[src/rtl/gray_stream_decoder.sv]
// Receives MSB-first Gray-coded symbols, reassembles one word, converts it to binary and
// presents it through a single-entry valid/ready register with framing and overflow flags.
module gray_stream_decoder #(
  parameter int unsigned DATA_W = 32,
  parameter int unsigned SYM_W  = 2,
  parameter int unsigned CNT_W  = 16
) (
  input  logic              clk,
  input  logic              reset,
  input  logic [SYM_W-1:0]  ss,
  input  logic              ss_vld,
  input  logic              ss_sof,
  output logic [DATA_W-1:0] dout,
  output logic              dout_vld,
  input  logic              dout_rdy,
  output logic              frame_err,
  output logic              ovf,
  input  logic              ovf_clr,
  output logic [CNT_W-1:0]  word_cnt
);

  localparam int unsigned Syms    = DATA_W / SYM_W;
  localparam int unsigned SymCntW = (Syms > 1) ? $clog2(Syms) : 1;
  localparam int unsigned ShiftW  = DATA_W - SYM_W;
  localparam logic [SymCntW-1:0] LastSym = SymCntW'(Syms - 1);

  typedef enum logic [0:0] {StIdle, StShift} state_e;

  state_e              state_q, state_d;
  logic [ShiftW-1:0]   shift_q, shift_d;
  logic [SymCntW-1:0]  sym_cnt_q, sym_cnt_d;
  logic [DATA_W-1:0]   dout_q;
  logic                dout_vld_q;
  logic                frame_err_q;
  logic                ovf_q;
  logic [CNT_W-1:0]    word_cnt_q;

  logic                sof_take, cont_take, word_done, frame_err_d;
  logic                load, drop, deq;
  logic [DATA_W-1:0]   gray_word, bin_word;

  // State register
  always_ff @(posedge clk or negedge reset) begin
    if (!reset) begin
      state_q <= StIdle;
    end else begin
      state_q <= state_d;
    end
  end

  // Next-state logic; an ss_sof in StShift restarts the word without leaving StShift
  always_comb begin
    state_d = state_q;
    unique case (state_q)
      StIdle:  if (sof_take)  state_d = StShift;
      StShift: if (word_done) state_d = StIdle;
      default: state_d = StIdle;
    endcase
  end

  // FSM outputs
  always_comb begin
    sof_take    = ss_vld & ss_sof;
    cont_take   = ss_vld & ~ss_sof & (state_q == StShift);
    word_done   = cont_take & (sym_cnt_q == LastSym);
    frame_err_d = sof_take & (state_q == StShift);
  end

  // Symbol assembly and Gray-to-binary: each binary bit is the parity of all Gray bits above it
  always_comb begin
    gray_word = {shift_q, ss};
    for (int i = 0; i < int'(DATA_W); i++) begin
      bin_word[i] = ^(gray_word >> i);
    end
    shift_d   = shift_q;
    sym_cnt_d = sym_cnt_q;
    if (sof_take) begin
      shift_d   = ShiftW'(ss);
      sym_cnt_d = SymCntW'(1);
    end else if (cont_take) begin
      shift_d   = gray_word[ShiftW-1:0];
      sym_cnt_d = word_done ? '0 : sym_cnt_q + SymCntW'(1);
    end
  end

  always_comb begin
    deq  = dout_vld_q & dout_rdy;
    load = word_done & (~dout_vld_q | dout_rdy);
    drop = word_done & dout_vld_q & ~dout_rdy;
  end

  always_ff @(posedge clk or negedge reset) begin
    if (!reset) begin
      shift_q     <= '0;
      sym_cnt_q   <= '0;
      dout_q      <= '0;
      dout_vld_q  <= 1'b0;
      frame_err_q <= 1'b0;
      ovf_q       <= 1'b0;
      word_cnt_q  <= '0;
    end else begin
      shift_q     <= shift_d;
      sym_cnt_q   <= sym_cnt_d;
      frame_err_q <= frame_err_d;
      if (load) dout_q <= bin_word;
      dout_vld_q  <= load | (dout_vld_q & ~dout_rdy);
      // A new overflow wins over a simultaneous clear
      ovf_q       <= drop | (ovf_q & ~ovf_clr);
      if (deq) word_cnt_q <= word_cnt_q + CNT_W'(1);
    end
  end

  assign dout      = dout_q;
  assign dout_vld  = dout_vld_q;
  assign frame_err = frame_err_q;
  assign ovf       = ovf_q;
  assign word_cnt  = word_cnt_q;

endmodule

[config.mk]
export PLATFORM = sky130hd
export DESIGN_NAME = gray_stream_decoder
export DESIGN_NICKNAME = d
export VERILOG_FILES = /design/src/rtl/gray_stream_decoder.sv
export SDC_FILE = /design/constraint.sdc
export NUM_CORES = 1
export LEC_CHECK = 0
export CORE_MARGIN = 2
export CORE_UTILIZATION = 58
export DETAILED_ROUTE_END_ITERATION = 8
export GPL_TIMING_DRIVEN = 0
export PLACE_DENSITY = 0.85
export REMOVE_ABC_BUFFERS = 1
export SLEW_MARGIN = 5
export SYNTH_ARGS = -nofsm -noshare
export SYNTH_HDL_FRONTEND = slang
export SYNTH_SLANG_ARGS = --single-unit
[constraint.sdc]
create_clock -name clk -period 4.7 [get_ports clk]
set_clock_uncertainty 0.2 [all_clocks]
set_input_delay 1.175 -clock clk [delete_from_list [all_inputs] [get_ports clk]]
set_output_delay 1.175 -clock clk [all_outputs]
set_load 0.01 [all_outputs]
==> summary.md, run 1 <==
| Metric | Value |
|---|---|
| Footprint of the multi-input gates | 1730 sq um |
| Sw frac | between 20% and 30% |
| Antenna Nets Post-Route | 0 |
| Yosys warnings | 0 |
| CTS Buf Count | 9 |
| Syn avg cell area | about 12 sq um |
| Hold_ws | 273 ps |
| Die H | approximately 86 um |
| Worst EP arrival | 3800 ps |
| Final Hold Viols | 0 |
| Detailed Place HPWL | between 5 and 6 mm |
| CTS Hold Bufs | 0 |
| Final Cycle Share | between 80% and 90% |
| Port bufs | 58 |
| Outcome | finished, final reports clean |
| Leak | 2.19 nW |
| Die X | around 86 um |
| Drt drc | 0 |
| Gr ovfl total | 0 |
| Initial antenna violation count | 0 |
| Post-CTS Setup Repair Bufs | 0 |
| Async SR Flop Fraction | 100% |
| Worst min path class | flip-flop to flip-flop |
| Yosys top cell area share | roughly 55% |
| Hold Path Depth | 1 |
| Synth Cell Area | ~3900 sq um |
| Share of cells above drive strength 1 | 8.18% |
| Clk sinks | 86 |
| DR iter-0 viols | 132 |
| Cell accounting for the most synthesized area | dfrtp_1 |
| Largest net degree at the start of global routing | between 60 and 70 |
| MaxCap Viol Count | 0 |
| Final setup margin | slightly below 900 ps |
| Storage cell area | around 2200 sq um |
| Num rows | 30 |
| GPL Wtd Cong | 0.876 |
| Number of flops mapped to enable cells by yosys | 0 |
| Sequential Power Share | 53.5% |
| CP endpoint kind | flip-flop |
| Int Pwr | 1.08 mW |
| Leading post-synthesis cells by instance count | dfrtp_1 (86), nand2_1 (54), xnor2_1 (39), a22o_1 (29), o21ai_0 (22) |
| Routed len/inst | about 16 um |
| Vias per inst | 5.72 |
| Global-route wire length before repair | 12.3 mm |
| Detailed-route via count | approximately 2700 |
| ANT cells | 0 |
| Unique masters post-synth | 28 |
| Worst vdd ir | 239 uV |
| Slew HR | 36.9% |
| Fillers | 466 |
| Worst slew pin tran | 942 ps |
| Setup violators final | 0 |
| Reg2Reg Depth | 6 |
| Ports | 59 |
| GRT Total Usage | 21.1% |
| H-tree depth | 3 |
| Gate Count Post-Synth | 329 |
| Pre-CTS WS | 576 ps |
| Starting Density | 58.9% |
| Cell Count, Final, Fillers Out | 471 |
| Final Critical Period | 3810 ps |
| Synth area leaders | dfrtp_1 (55%), xnor2_1 (8.7%), a22o_1 (6.5%), nand2_1 (5.1%), xor2_1 (4.4%) |
| DIE AREA | 7460 sq um |
| Cells after DPL | about 460 |
| Final nets | 398 |
| Seq cells post-synth | 86 |
| Fmax | 262 MHz |
| Max Slew Vio Count | 0 |
| PostCTS Resize Cnt | 0 |
| DRT Pass-1 Iters | 4 |
| CP Max Fanout | 60 |
| Vias in the first global route | 2669 |
| Sequential share of the synthesized area | between 50% and 60% |
| Clock slew at reported path FFs | 90 ps |
| CP Data Required Time | 4690 ps |
| Area grow syn2layout | 22.1% |
| Combinational Power Share | 12.7% |
| Placeable Area | 6680 sq um |
| Ys flop type | dfrtp_1 |
| Clock share of power | 33.8% |
| Routed WL | 7.42 mm |
| Worst-Skew Late Latency | between 300 and 400 ps |
| PwrDens | 300 nW/um^2 |
| Psw | 0.361 mW |
| CTS tree | done |
| CP Launch Type | input port |
| RSZ-0062 raised after global routing | no |
| Setup CP Type | input port to flip-flop |
| Clock root buffer | clkbuf_8 |
| Most numerous cell in the Yosys netlist | dfrtp_1 |
| Max Buffers Root-to-Sink | 2 |
==> registers in the layout, summed over array words and instances, names as in the netlist <==
name and cells:
dout 32, sym_cnt_q 4, frame_err 1, dout_vld 1
word_cnt 16, shift_q 30, ovf 1, state_q 1
==> metrics by stage <==
step           setup TNS [ps]  instance area [sq um]  utilization [%]  total power, mW
5_1_grt                     0                   4810             72.0             1.51
6_report                    0                   4810             72.0             1.44
3_5_place_dp                0                   4630             69.3            0.972
4_1_cts                     0                   4810             72.0             1.45
2_1_floorplan               0                   3890                -            0.913
3_3_place_gp           -87870                   4570             68.4            0.960
==> logic make-up (layout without fill, tap and decap cells) <==
logic type | after synthesis | after routing | share of synthesized area, %
flip-flops | 86 | 86 | 54.7
AND/OR/NAND/NOR | 82 | 82 | 8.90
XOR/XNOR | 74 | 74 | 22.2
AO/OA/AOI/OAI | 66 | 66 | 11.2
buffers and inverters | 16 | 78 | 1.53
multiplexers | 3 | 3 | 0.858
adder cells (fa/ha/maj) | 2 | 2 | 0.635
==> area by class of cell <==
class,instances,area share [%]
Timing Repair Buffer,61,13.2
Multi-Input combinational cell,227,36.1
Sequential cell,86,44.7
Clock buffer,9,2.58
Tap cell,80,2.08
Inverter,3,0.234
Clock inverter,5,1.09
==> worst max-delay path, cell delays in order <==
cell and delay [ps]:
clkdlybuf4s50_1 550, nand2_1 130, nor2_2 640, and4_1 380, nand2_2 560, nand2_1 250
o21ai_0 110
==> cell usage in the layout (no fill, tap or decap) <==
cell	netlist	routed
nor2_2	0	1
or3_1	1	1
xnor3_1	5	5
buf_8	0	2
a31oi_1	1	1
clkinvlp_4	0	1
nand2_2	0	1
clkbuf_8	0	9
inv_1	3	3
mux2_2	3	3
clkinv_2	0	3
and2_1	2	2
o21ai_0	22	22
nor2_1	8	7
xnor3_2	4	4
nand2b_1	1	1
a21oi_1	3	3
bufinv_16	0	1
a22o_1	29	29
nand2_1	54	53
and3_1	3	3
xor2_1	20	20
clkdlybuf4s50_1	0	57
xnor2_1	39	39
xnor2_4	1	1
dfrtp_1	86	86
xor3_2	3	3
and4_1	1	1
nand4_1	4	4
o21ai_1	10	9
buf_4	0	1
ha_1	2	2
xor3_1	2	2
o21ai_2	0	1
nor3_1	3	3
o22ai_1	1	1
nand3_1	5	5
buf_16	0	1
==> final timing paths <==
path                              start      endpoint  slack, ps
min reg2reg                word_cnt[15]  word_cnt[15]        270
min                        word_cnt[15]  word_cnt[15]        270
max                              ss_vld      dout[20]        890
min in group asynchronous         reset     frame_err        560
max reg2reg                 shift_q[27]       dout[9]       1770
max in group asynchronous         reset      dout[11]       3130
==> power by group through the flow <==
stage | Clock (mW) | Sequential, mW | Combinational [mW]
floorplan | 0 | 0.785 | 0.128
global placement | 0 | 0.787 | 0.173
detailed placement | 0 | 0.787 | 0.185
CTS | 0.493 | 0.773 | 0.186
global route | 0.526 | 0.776 | 0.205
finish | 0.488 | 0.773 | 0.183
==> metal layers <==
layer  track usage (%)  share of wire [%]  vias to the layer above
li1                  -                  -                     1240
met1              27.5                 43                     1334
met2              33.2                 49                       95
met3              4.00                5.0                       27
met4              12.5                3.2                        0
met5                 0                  0                        -
No activity file was read; power rests on OpenSTA's default activity.
==> inputs of run 2 (changes only) <==
--- a/config.mk
+++ b/config.mk
@@ -6,10 +6,10 @@
 export NUM_CORES = 1
 export LEC_CHECK = 0
 export CORE_MARGIN = 2
-export CORE_UTILIZATION = 58
+export CORE_UTILIZATION = 54
 export DETAILED_ROUTE_END_ITERATION = 8
 export GPL_TIMING_DRIVEN = 0
-export PLACE_DENSITY = 0.85
+export PLACE_DENSITY = 0.8
 export REMOVE_ABC_BUFFERS = 1
 export SLEW_MARGIN = 5
 export SYNTH_ARGS = -nofsm -noshare
==> constraint.sdc (replaced) <==
create_clock -name clk -period 3.75 [get_ports clk]
set_clock_uncertainty 0.2 [all_clocks]
set_input_delay 0.9375 -clock clk [delete_from_list [all_inputs] [get_ports clk]]
set_output_delay 0.9375 -clock clk [all_outputs]
set_load 0.01 [all_outputs]
==> run 2 against run 1 <==
Non-clock buffer count up 1; setup slack worse by 540 ps; cell count is 4.7% higher.
==> summary.md, run 2 (synthesis gave the netlist of run 1 again) <==
| Metric | Value |
|---|---|
| DIE AREA | 7990 sq um |
| RSZ-0062 raised after global routing | no |
| Sw frac | 23.3% |
| Cells after DPL | 477 |
| Worst vdd ir | around 230 uV |
| CP Buf/Inv Count | 2 |
| Slew HR | between 40 and 50% |
| GRT Total Usage | 19.6% |
| CP Data Required Time | between 3000 and 4000 ps |
| Largest net degree at the start of global routing | 63 |
| R2R Path Start | shift_q[29] |
| CP endpoint kind | flip-flop |
| Max Buffers Root-to-Sink | 2 |
| Final Cell Area | 4920 sq um |
| Routed len/inst | 14.6 um |
| Pre-CTS WS | -27.6 ps |
| Clock share of power | 38.4% |
| Final Critical Period | 3400 ps |
| CTS Hold Bufs | 0 |
| Antenna Nets Post-Route | 0 |
| Starting Density | 55.2% |
| CTS Buf Count | 9 |
| PwrDens | around 400 nW/um^2 |
| Commonest non-fill, non-tap cell in the layout | dfrtp_1 |
| Detailed-route via count | between 2000 and 3000 |
| Met2 usage | between 30% and 40% |
| GR peak layer | met2 |
| DR iter-0 viols | between 150 and 200 |
| Drt drc | 0 |
| DRT Pass-1 Iters | 4 |
| Clk sinks | 86 |
| GRT met1 Usage | 26.2% |
| Worst slew pin tran | 801 ps |
| Ports | 59 |
| Critical path origin | ss_vld |
| PostCTS Resize Cnt | 0 |
| Worst-Skew Late Latency | 340 ps |
| CP Max Fanout | 34 |
| Worst EP arrival | 3420 ps |
| Fmax | 294 MHz |
| Placeable Area | 7140 sq um |
| Die H | ~89 um |
| Gr ovfl total | 0 |
| Worst R2R Setup Slack | 860 ps |
| Reg2Reg Depth | 6 |
| CP Launch Type | input port |
| Dpl cell area | 4680 sq um |
| R2R Path End | dout[12] |
| Sequential Power Share | 49.9% |
| Final Hold Viols | 0 |
| Crit-path slowest cell | nor2_2 |
| WP depth | 8 |
| ANT cells | 0 |
| Hold_ws | 275 ps |
| Outcome | finished, final reports clean |
| MaxCap Viol Count | 0 |
| Cell Count, Final, Fillers Out | 493 |
| Die X | ~89 um |
| Detailed Place HPWL | 4.94 mm |
| Final Cycle Share | 90.7% |
| Clock root buffer | clkbuf_8 |
| Grt met3 use | under 10% |
| Max FFs per register | 32 |
| Crit-path cells | clkdlybuf4s50_1, nand2_1, nor2_2, and4_1, nand2_2, buf_16, nand2_1, o21ai_0 |
| Vias in the first global route | ~2600 |
| Num rows | 31 |
| Vias per inst | 5.30 |
| Fillers | 550 |
| GPL Wtd Cong | 0.849 |
| Setup violators final | 0 |
| Post-CTS Setup Repair Bufs | 0 |
| Most frequent CP cell | nand2_1 |
| Initial antenna violation count | 0 |
| Port bufs | 58 |
| Routed WL | 7.21 mm |
| Setup CP Type | input port to flip-flop |
| H-tree depth | 3 |
| Most frequent cells in the layout | dfrtp_1 (86), clkdlybuf4s50_1 (57), nand2_1 (53), xnor2_1 (39), a22o_1 (29) |
| Psw | 0.452 mW |
| CTS tree | done |
| Max Slew Vio Count | 0 |
| Area grow syn2layout | 24.9% |
| Leak | 2.23 nW |
| Global-route wire length before repair | 12.0 mm |
| Combinational Power Share | 11.8% |
| Worst min path class | flip-flop to flip-flop |
| Share of cells above drive strength 1 | 8.63% |
| CP max stage delay | 630 ps |
| Clock slew at reported path FFs | 80 ps |
| Hold Path Depth | 2 |
| Critical Path End | dout[4] |
| Int Pwr | 1.49 mW |
| Final nets | 399 |
| Final core occ | slightly below 70% |
| Final setup margin | 347 ps |
| CP top delay family | simple AND/OR/NAND/NOR gates |
run 2: final cells by class:
type	count	area, sq um	share of cell area (%)
Multi-Input combinational cell	227	1730	35.3
Inverter	3	11.3	0.229
Sequential cell	86	2150	43.8
Tap cell	99	124	2.52
Clock buffer	13	169	3.43
Clock inverter	3	65.1	1.32
Timing Repair Buffer	62	663	13.5
run 2: through the flow:
| stage | setup TNS [ps] | total power [mW] |
|---|---|---|
| 6_report | 0 | 1.94 |
| 5_1_grt | 0 | 2.02 |
| 4_1_cts | 0 | 1.96 |
| 3_5_place_dp | -37.7 | 1.22 |
| 3_3_place_gp | -179900 | 1.20 |
| 2_1_floorplan | -183 | 1.14 |
run 2: worst register-to-register path: stages, from the launching register on:
cell	delay [ps]
dfrtp_1	440
xor3_2	440
xnor3_2	460
xnor2_4	330
xor3_2	610
xnor2_1	200
o21ai_1	80
run 2: power groups by stage:
stage	sequential, mW	combinational (mW)	clock (mW)
2_1_floorplan	0.984	0.160	0
5_1_grt	0.972	0.256	0.796
3_3_place_gp	0.986	0.218	0
4_1_cts	0.969	0.233	0.756
6_report	0.969	0.228	0.745
3_5_place_dp	0.986	0.231	0
run 2: routing by layer:
| metal | vias to the layer above | part of all wire [%] |
|---|---|---|
| met5 | - | 0 |
| li1 | 1248 | - |
| met2 | 74 | 48 |
| met3 | 12 | 4.1 |
| met1 | 1281 | 46 |
| met4 | 0 | 1.3 |
run 2: worst min path at each step:
stage	from	to	slack, ps
floorplan	sym_cnt_q[2]	sym_cnt_q[2]	290
global placement	dout[29]	dout[29]	250
detailed placement	dout[29]	dout[29]	260
CTS	dout[21]	dout[21]	280
global route	reset	frame_err	300
finish	dout[21]	dout[21]	270
